[src/rtl/vga_stream_out.sv]
// VGA output engine: programmable raster timing, valid/ready RGB stream aligned to start-of-frame,
// underflow/misalignment detection with automatic resync, and a built-in colour-bar pattern.
module vga_stream_out #(
  parameter int   H_ACTIVE = 640,
  parameter int   H_FP     = 16,
  parameter int   H_SYNC   = 96,
  parameter int   H_BP     = 48,
  parameter int   V_ACTIVE = 480,
  parameter int   V_FP     = 10,
  parameter int   V_SYNC   = 2,
  parameter int   V_BP     = 33,
  parameter logic HS_POL   = 1'b0,
  parameter logic VS_POL   = 1'b0,
  parameter int   COLOR_W  = 8
) (
  input  logic                   clk,
  input  logic                   reset_n,
  input  logic                   enable,
  input  logic                   test_pat,
  input  logic [3*COLOR_W-1:0]   pix_data,
  input  logic                   pix_sof,
  input  logic                   pix_valid,
  output logic                   pix_ready,
  output logic [COLOR_W-1:0]     vga_r,
  output logic [COLOR_W-1:0]     vga_g,
  output logic [COLOR_W-1:0]     vga_b,
  output logic                   vga_hs,
  output logic                   vga_vs,
  output logic                   vga_blank_n,
  output logic                   vga_sync_n,
  output logic                   frame_start,
  output logic                   underflow,
  input  logic                   underflow_clr
);

  localparam int H_TOT = H_ACTIVE + H_FP + H_SYNC + H_BP;
  localparam int V_TOT = V_ACTIVE + V_FP + V_SYNC + V_BP;
  localparam int HW    = $clog2(H_TOT);
  localparam int VW    = $clog2(V_TOT);
  localparam int PIX_W = 3 * COLOR_W;
  localparam int BAR_W = H_ACTIVE / 8;

  localparam logic [HW-1:0] H_LAST = HW'(H_TOT - 1);
  localparam logic [VW-1:0] V_LAST = VW'(V_TOT - 1);

  typedef enum logic [1:0] {
    IDLE    = 2'd0,
    RESYNC  = 2'd1,
    ALIGNED = 2'd2
  } state_t;

  state_t            state;
  logic [HW-1:0]     h_cnt;
  logic [VW-1:0]     v_cnt;

  logic              running;
  logic              active;
  logic              first_px;
  logic              last_px;
  logic              hs_on;
  logic              vs_on;
  logic              sof_ok;
  logic              err;
  logic              accept;
  logic              sof_lock;
  logic [2:0]        bar_idx;

  logic [PIX_W-1:0]  rgb_p1;
  logic              hs_p1;
  logic              vs_p1;
  logic              blank_n_p1;
  logic              fs_p1;
  logic              uf_p1;

  // Bar order white, yellow, cyan, green, magenta, red, blue, black falls out of the index bits.
  function automatic logic [PIX_W-1:0] bar_color(input logic [2:0] idx);
    return {{COLOR_W{~idx[1]}}, {COLOR_W{~idx[2]}}, {COLOR_W{~idx[0]}}};
  endfunction

  always_comb begin
    running  = enable && (state != IDLE);
    active   = (int'(h_cnt) < H_ACTIVE) && (int'(v_cnt) < V_ACTIVE);
    first_px = (h_cnt == '0) && (v_cnt == '0);
    last_px  = (h_cnt == H_LAST) && (v_cnt == V_LAST);
    hs_on    = (int'(h_cnt) >= H_ACTIVE + H_FP) && (int'(h_cnt) < H_ACTIVE + H_FP + H_SYNC);
    vs_on    = (int'(v_cnt) >= V_ACTIVE + V_FP) && (int'(v_cnt) < V_ACTIVE + V_FP + V_SYNC);
    sof_ok   = (pix_sof == first_px);
  end

  // Bar index by threshold count avoids a divider on the pixel path.
  always_comb begin
    bar_idx = 3'd0;
    for (int k = 1; k < 8; k++) begin
      if (int'(h_cnt) >= k * BAR_W) bar_idx = bar_idx + 3'd1;
    end
  end

  // While resyncing, non-SOF beats are drained and the SOF beat is parked until the raster wraps.
  always_comb begin
    pix_ready = 1'b0;
    if (running && !test_pat) begin
      case (state)
        RESYNC:  pix_ready = pix_valid & ~pix_sof;
        ALIGNED: pix_ready = active & ~(pix_valid & ~sof_ok);
        default: pix_ready = 1'b0;
      endcase
    end
    err      = running && !test_pat && (state == ALIGNED) && active && !(pix_valid && sof_ok);
    accept   = running && !test_pat && (state == ALIGNED) && active && pix_valid && sof_ok;
    sof_lock = running && !test_pat && (state == RESYNC) && pix_valid && pix_sof && last_px;
  end

  // Stage p0 -> p1: raster counters and state drive the registered pin image.
  always_ff @(posedge clk or negedge reset_n) begin
    if (!reset_n) begin
      state      <= IDLE;
      h_cnt      <= '0;
      v_cnt      <= '0;
      rgb_p1     <= '0;
      hs_p1      <= ~HS_POL;
      vs_p1      <= ~VS_POL;
      blank_n_p1 <= 1'b0;
      fs_p1      <= 1'b0;
      uf_p1      <= 1'b0;
    end else begin
      if (err)                uf_p1 <= 1'b1;
      else if (underflow_clr) uf_p1 <= 1'b0;

      if (!running) begin
        state      <= enable ? RESYNC : IDLE;
        h_cnt      <= '0;
        v_cnt      <= '0;
        rgb_p1     <= '0;
        hs_p1      <= ~HS_POL;
        vs_p1      <= ~VS_POL;
        blank_n_p1 <= 1'b0;
        fs_p1      <= 1'b0;
      end else begin
        if (h_cnt == H_LAST) begin
          h_cnt <= '0;
          v_cnt <= (v_cnt == V_LAST) ? '0 : v_cnt + VW'(1);
        end else begin
          h_cnt <= h_cnt + HW'(1);
        end

        hs_p1      <= hs_on ? HS_POL : ~HS_POL;
        vs_p1      <= vs_on ? VS_POL : ~VS_POL;
        blank_n_p1 <= active;
        fs_p1      <= first_px;

        if (test_pat && active) rgb_p1 <= bar_color(bar_idx);
        else if (accept)        rgb_p1 <= pix_data;
        else                    rgb_p1 <= '0;

        if (test_pat)      state <= RESYNC;
        else if (sof_lock) state <= ALIGNED;
        else if (err)      state <= RESYNC;
      end
    end
  end

  assign vga_r       = rgb_p1[3*COLOR_W-1:2*COLOR_W];
  assign vga_g       = rgb_p1[2*COLOR_W-1:COLOR_W];
  assign vga_b       = rgb_p1[COLOR_W-1:0];
  assign vga_hs      = hs_p1;
  assign vga_vs      = vs_p1;
  assign vga_blank_n = blank_n_p1;
  assign vga_sync_n  = 1'b1;
  assign frame_start = fs_p1;
  assign underflow   = uf_p1;

endmodule

[config.mk]
export PLATFORM = sky130hd
export DESIGN_NAME = vga_stream_out
export DESIGN_NICKNAME = d
export VERILOG_FILES = /design/src/rtl/vga_stream_out.sv
export SDC_FILE = /design/constraint.sdc
export NUM_CORES = 1
export LEC_CHECK = 0
export BUFFER_PORTS_ARGS = -buffer_cell sky130_fd_sc_hd__buf_4
export CELL_PAD_IN_SITES_DETAIL_PLACEMENT = 0
export CELL_PAD_IN_SITES_GLOBAL_PLACEMENT = 2
export CORE_MARGIN = 2
export CORE_UTILIZATION = 36
export DETAILED_ROUTE_END_ITERATION = 12
export PLACE_DENSITY = 0.84
export SYNTH_ARGS = -nofsm -noshare
export SYNTH_HDL_FRONTEND = slang
export SYNTH_SLANG_ARGS = --single-unit
export TNS_END_PERCENT = 20
[constraint.sdc]
create_clock -name clk -period 7.9 [get_ports clk]
set_clock_uncertainty 0.15 [all_clocks]
set_input_delay 0 -clock clk [delete_from_list [all_inputs] [get_ports clk]]
set_output_delay 0 -clock clk [all_outputs]
set_load 0.02 [all_outputs]
### Word level (Yosys, flattened, before mapping)

Cells that the tools add are included.

* register bits: 51
* bits of input ports: 31
* output and inout port bits: 31
* word-level logic and storage cells: 100

* add/subtract/negate cells: 8
* $lt $le $gt $ge: 13
* equal/unequal tests: 7
* muxes and demuxes: 30
* bitwise operators: 9
* reductions and logical operators: 24

Operators by type and width (count)
* $mux 24: 3
* $mux 10: 5
* $ge 10x9->1 const B: 4
* $add 10x1->10 const B: 2
* $eq 10x10->1 const B: 2
* $ge 10x10->1 const B: 2
* $ge 10x8->1 const B: 2
* $logic_not 10->1: 2
* $lt 10x10->1 const B: 2
* $lt 10x9->1 const B: 2
* $add 3x1->3 const B: 6
* $logic_and 1x1->1: 18
* $mux 3: 6
* $mux 1: 11
* $ge 10x7->1 const B: 1
* $mux 2: 4
* $not 1->1: 6
* $ne 4x2->1 const B: 1
* $reduce_bool 2->1: 2
* $and 1x1->1: 3
* $eq 2x1->1 const B: 1
* $eq 2x2->1 const B: 1
* $logic_not 1->1: 2
* $ne 2x1->1 const B: 1
* 2 further kinds: 2

### Logic depth before layout (Yosys ltp)

* depth in word-level cells: 17
* gate-level depth with buffers: 20
* mapped depth without buffers: 19

### Worst setup path after synthesis

OpenSTA, ideal clock, no wires.

* kind: flip-flop to flip-flop
* start: register h_cnt[5]
* end: register rgb_p1[16]
* setup time: 160 ps
* arrival time: 3844 ps
* data required time: 7590 ps
* path slack: 3745 ps
* cell stages (with the launch flop): 18
* path buffers: 1
* clock period less this slack: 4155 ps
* cells stage by stage: dfrtp_1 clkbuf_1 or2_2 nand2_1 nand2_1 ha_1 xor2_1 ha_1 o21a_1 nor4_1 nor3_1 ha_1 nor2_1 nor2b_1 ha_1 nor2_1 a211oi_1 a221oi_1

* longest elaborated chain between the ends: 17
* elaborated cells on any way between the ends: 33
* classes of those cells: 6 x add/sub; 8 x order compare; 1 x eq/ne; 10 x mux; 1 x bitwise; 7 x reduce/logical

RTL lines
* start: declaration: line 53 `logic [HW-1:0] h_cnt;`
* start signal: assignment: line 143 `h_cnt <= h_cnt + HW'(1);`
* $ge 10x7->1: line 94 `if (int'(h_cnt) >= k * BAR_W) bar_idx = bar_idx + 3'd1;`
* $mux 1: line 94
* $add 3x1->3: line 94
* $mux 3: line 94
* $add 3x1->3: line 94
* $mux 3: line 94
* $add 3x1->3: line 94
* $mux 3: line 94
* $add 3x1->3: line 94
* $mux 3: line 94
* $add 3x1->3: line 94
* $mux 3: line 94
* $add 3x1->3: line 94
* $mux 3: line 94
* $not 1->1: line 77 `return {{COLOR_W{~idx[1]}}, {COLOR_W{~idx[2]}}, {COLOR_W{~idx[0]}}};`
* $mux 24 (*): line 151 `if (test_pat && active) rgb_p1 <= bar_color(bar_idx);`
* $mux 24 (*): line 129 `if (!running) begin`
* end signal: assignment: line 151
* end signal: assignment: line 152 `else if (accept) rgb_p1 <= pix_data;`
* end: declaration: line 68 `logic [PIX_W-1:0] rgb_p1;`

Every way passes the cells marked *; elsewhere a longest branch is shown, timed or not.
A chain may end at the register's enable or synchronous reset.

### Final worst setup path

* start: register h_cnt[9]
* end: register rgb_p1[22]

The elaborated chain is that of the path after synthesis.

==> results.json <==
{
  "grt_max_degree": 52,
  "worstSetupEndpointType": "flip-flop",
  "synth_ff_type": "dfrtp_1",
  "worst_pin_slew_ns": 0.9229,
  "rr_endpoint": "rgb_p1[22]$_DFF_PN0_",
  "hold_end": "state[1]$_DFFE_PN0P_",
  "met3_length_um": 181,
  "clockRootBuffer": "clkbuf_8",
  "dp_hpwl_um": 5440,
  "drive_above_1_share": 0.2074,
  "initial_core_util": 0.3683,
  "maxSlewViolCount": 0,
  "ir_drop_mv": 0.07053,
  "layout_commonest_cell": "buf_4",
  "ys_types": 60,
  "place.gp.congestion": 0.7809,
  "route.met2.wl_um": 4047,
  "syn_avg_cell_area_um2": 9.449,
  "slew-limit-headroom": 0.3810,
  "critPathRequiredTime_ns": 7.91,
  "sw_frac_of_total": 0.2725,
  "cts_resized": 0,
  "seq_power_share": 0.538,
  "p_comb_frac": 0.137,
  "crit_chain": "nor2_1 -> nand2_1 -> inv_1 -> ha_1 -> a21boi_0 -> nor2_1 -> ha_1 -> o21a_1 -> nor4_1 -> nor3_1 -> ha_1 -> nor2_1 -> nor2b_1 -> ha_1 -> nor2_1 -> a211oi_1 -> a221oi_1",
  "viasPerCell": 5.265,
  "hold_class": "input port to flip-flop",
  "p_per_area_nw_per_um2": 126.6,
  "cap_violations": 0,
  "post-route-period-util": 0.5897,
  "grt_pass1_vias": 2547,
  "intPower_mw": 0.3648,
  "num_vias": 2685,
  "nets": 447,
  "synthArstFlopShare": 1.000,
  "ys_seq_elements": 51,
  "fp.coreArea_um2": 8134,
  "synth_cells": 317,
  "wl_met1_um": 3608,
  "clock_path_buffers": 2,
  "ant_nets": 0,
  "crit_cells": 17,
  "fmax_mhz": 214.7,
  "synth_edf_count": 0,
  "die_x_um": 95.22,
  "n_antenna_cell": 0,
  "fp.dieArea_um2": 9066,
  "syn_nets": 360,
  "insertion_delay_ns": 0.31,
  "syn_area_um2": 2995,
  "path_buf_inv": 1,
  "fillers": 764,
  "r2r_cells": 17,
  "reg2reg_setup_slack_ns": 3.24,
  "hold_viol": 0,
  "hold_buffers": 38,
  "critPathTopFamily": "compound AO/OA/AOI/OAI gates",
  "most-common-layout-cells": "60 x buf_4, 49 x dfrtp_1, 38 x dlygate4sd3_1",
  "overflow": 0,
  "fin_setup_tns_ns": 0,
  "worstSetupPathType": "flip-flop to flip-flop",
  "cp_max_fo": 19,
  "clkTransAtPathRegs_ns": 0.11,
  "setup_violations": 0,
  "die_h_um": 95.22,
  "startpoint_type": "flip-flop",
  "r2r_start": "h_cnt[9]$_DFF_PN0_",
  "maxUsedRoutingLayer": "met4",
  "grt_pass1_wl_um": 12730,
  "cts_buffers": 5,
  "yosysWarnings": 0,
  "pin_count": 62,
  "holdPathStages": 3,
  "rows": 33,
  "wire_per_inst_um": 15.49,
  "syn_to_final_growth_pct": 32.21,
  "postCtsSetupBuffers": 0,
  "ys_seq_area_frac": 0.4269,
  "min_period_ns": 4.659,
  "first_iter_violations": 153,
  "drc": 0,
  "rsz0062_at_grt": "false",
  "power.share.clock": 0.326,
  "leakagePower_nw": 1.876,
  "hold_start": "pix_valid",
  "firstDrtPassIters": 4,
  "htreeDepth": 2,
  "antenna_found_initial": 0,
  "tritoncts": "built",
  "final_util": 0.4868,
  "track_usage": 0.1782,
  "arrival_ns": 4.66,
  "critPathMaxStageDelay_ns": 0.78,
  "routed_wirelength_um": 7899,
  "critPathSlowestCell": "a211oi_1",
  "cts.sinks": 51,
  "p_sw_mw": 0.1366,
  "io_buffers": 60,
  "status": "complete, no violations"
}
-- flip-flops by register name, summed over array words and instances, names as in the netlist --
name         flops
underflow        1
h_cnt           10
vga_blank_n      1
frame_start      1
v_cnt           10
vga_vs           1
vga_hs           1
rgb_p1          24
state            2
-- how the worst max path moves through the flow --
stage,from,endpoint
detailed placement,h_cnt[9]$_DFF_PN0_,rgb_p1[22]$_DFF_PN0_
CTS,h_cnt[9]$_DFF_PN0_,rgb_p1[22]$_DFF_PN0_
global placement,h_cnt[5]$_DFF_PN0_,rgb_p1[16]$_DFF_PN0_
global route,h_cnt[9]$_DFF_PN0_,rgb_p1[21]$_DFF_PN0_
finish,h_cnt[9]$_DFF_PN0_,rgb_p1[22]$_DFF_PN0_
floorplan,h_cnt[5]$_DFF_PN0_,rgb_p1[16]$_DFF_PN0_
-- synth_stat cells (3+ instances only) --
| cell | count | area share |
|---|---|---|
| dfrtp_1 | 49 | 0.41 |
| inv_1 | 27 | 0.034 |
| nor2_1 | 25 | 0.031 |
| nand2_1 | 19 | 0.024 |
| o21ai_0 | 18 | 0.030 |
| o22ai_1 | 17 | 0.036 |
| ha_1 | 12 | 0.050 |
| nor3_1 | 11 | 0.018 |
| clkbuf_1 | 10 | 0.013 |
| nand3_1 | 9 | 0.015 |
| a221oi_1 | 8 | 0.023 |
| and3_1 | 8 | 0.017 |
| o2111ai_1 | 8 | 0.023 |
| xnor2_1 | 7 | 0.020 |
| xor2_1 | 6 | 0.018 |
| o31ai_1 | 5 | 0.013 |
| a21oi_1 | 4 | 0.0067 |
| nand2b_1 | 4 | 0.0084 |
| nand4_1 | 4 | 0.0084 |
| o21a_1 | 4 | 0.010 |
| buf_2 | 3 | 0.0050 |
| nor2b_1 | 3 | 0.0063 |
| or2_2 | 3 | 0.0063 |
| or3_1 | 3 | 0.0063 |
-- worst register-to-register path: stages (launching register included) --
cell and delay [ns]:
dfrtp_1 0.60, nor2_1 0.34, nand2_1 0.12, inv_1 0.12, ha_1 0.15, a21boi_0 0.25
nor2_1 0.07, ha_1 0.30, o21a_1 0.12, nor4_1 0.37, nor3_1 0.09, ha_1 0.30
nor2_1 0.14, nor2b_1 0.07, ha_1 0.27, nor2_1 0.04, a211oi_1 0.78, a221oi_1 0.24
-- layer usage --
layer | GRT usage | vias to the layer above
met5 | 0 | -
met4 | 0.04348 | 0
met3 | 0.02372 | 4
met2 | 0.3069 | 32
met1 | 0.2370 | 1319
li1 | - | 1330
-- power groups by stage --
stage	logic [mW]	clock network, mW	registers [mW]
after floorplan	0.0191	0	0.282
after global placement	0.0564	0	0.274
after detailed placement	0.0573	0	0.275
after CTS	0.0692	0.169	0.270
after global routing	0.0753	0.177	0.270
final	0.0686	0.163	0.270
-- final cells by class --
class	count	area, µm²	share of cell area
multi-input combinational	221	1521	0.3842
sequential	51	1279	0.3229
tap	105	131.4	0.03318
clock buffer	5	68.82	0.01738
timing repair buffer	98	830.8	0.2098
clock inverter	3	27.53	0.006951
inverter	27	101.3	0.02559
-- cell families (layout without fill, tap and decap cells) --
logic type	after synthesis	after routing	share of synthesized area
buf+inv	45	133	0.06516
fa+ha+maj	12	12	0.05012
xor+xnor	14	14	0.04553
flops	51	51	0.4269
simple gates	106	106	0.1934
mux	2	2	0.007101
other cells	1	1	0.001252
compound gates	86	86	0.2105
-- stage by stage --
stage / setup WS (ns) / power, mW / hold slack, ns / instances / instance area [µm²]
2_1_floorplan: 3.745 / 0.3008 / -0.4456 / 317 / 2995
3_3_place_gp: 3.437 / 0.3309 / -0.07750 / 464 / 3483
3_5_place_dp: 3.243 / 0.3320 / -0.07511 / 464 / 3483
4_1_cts: 3.228 / 0.5073 / 0.07586 / 510 / 3960
5_1_grt: 2.677 / 0.5221 / 0.1118 / 510 / 3960
6_report: 3.241 / 0.5014 / 0.08748 / 510 / 3960
Note: power is estimated with default switching activity, not from simulation.
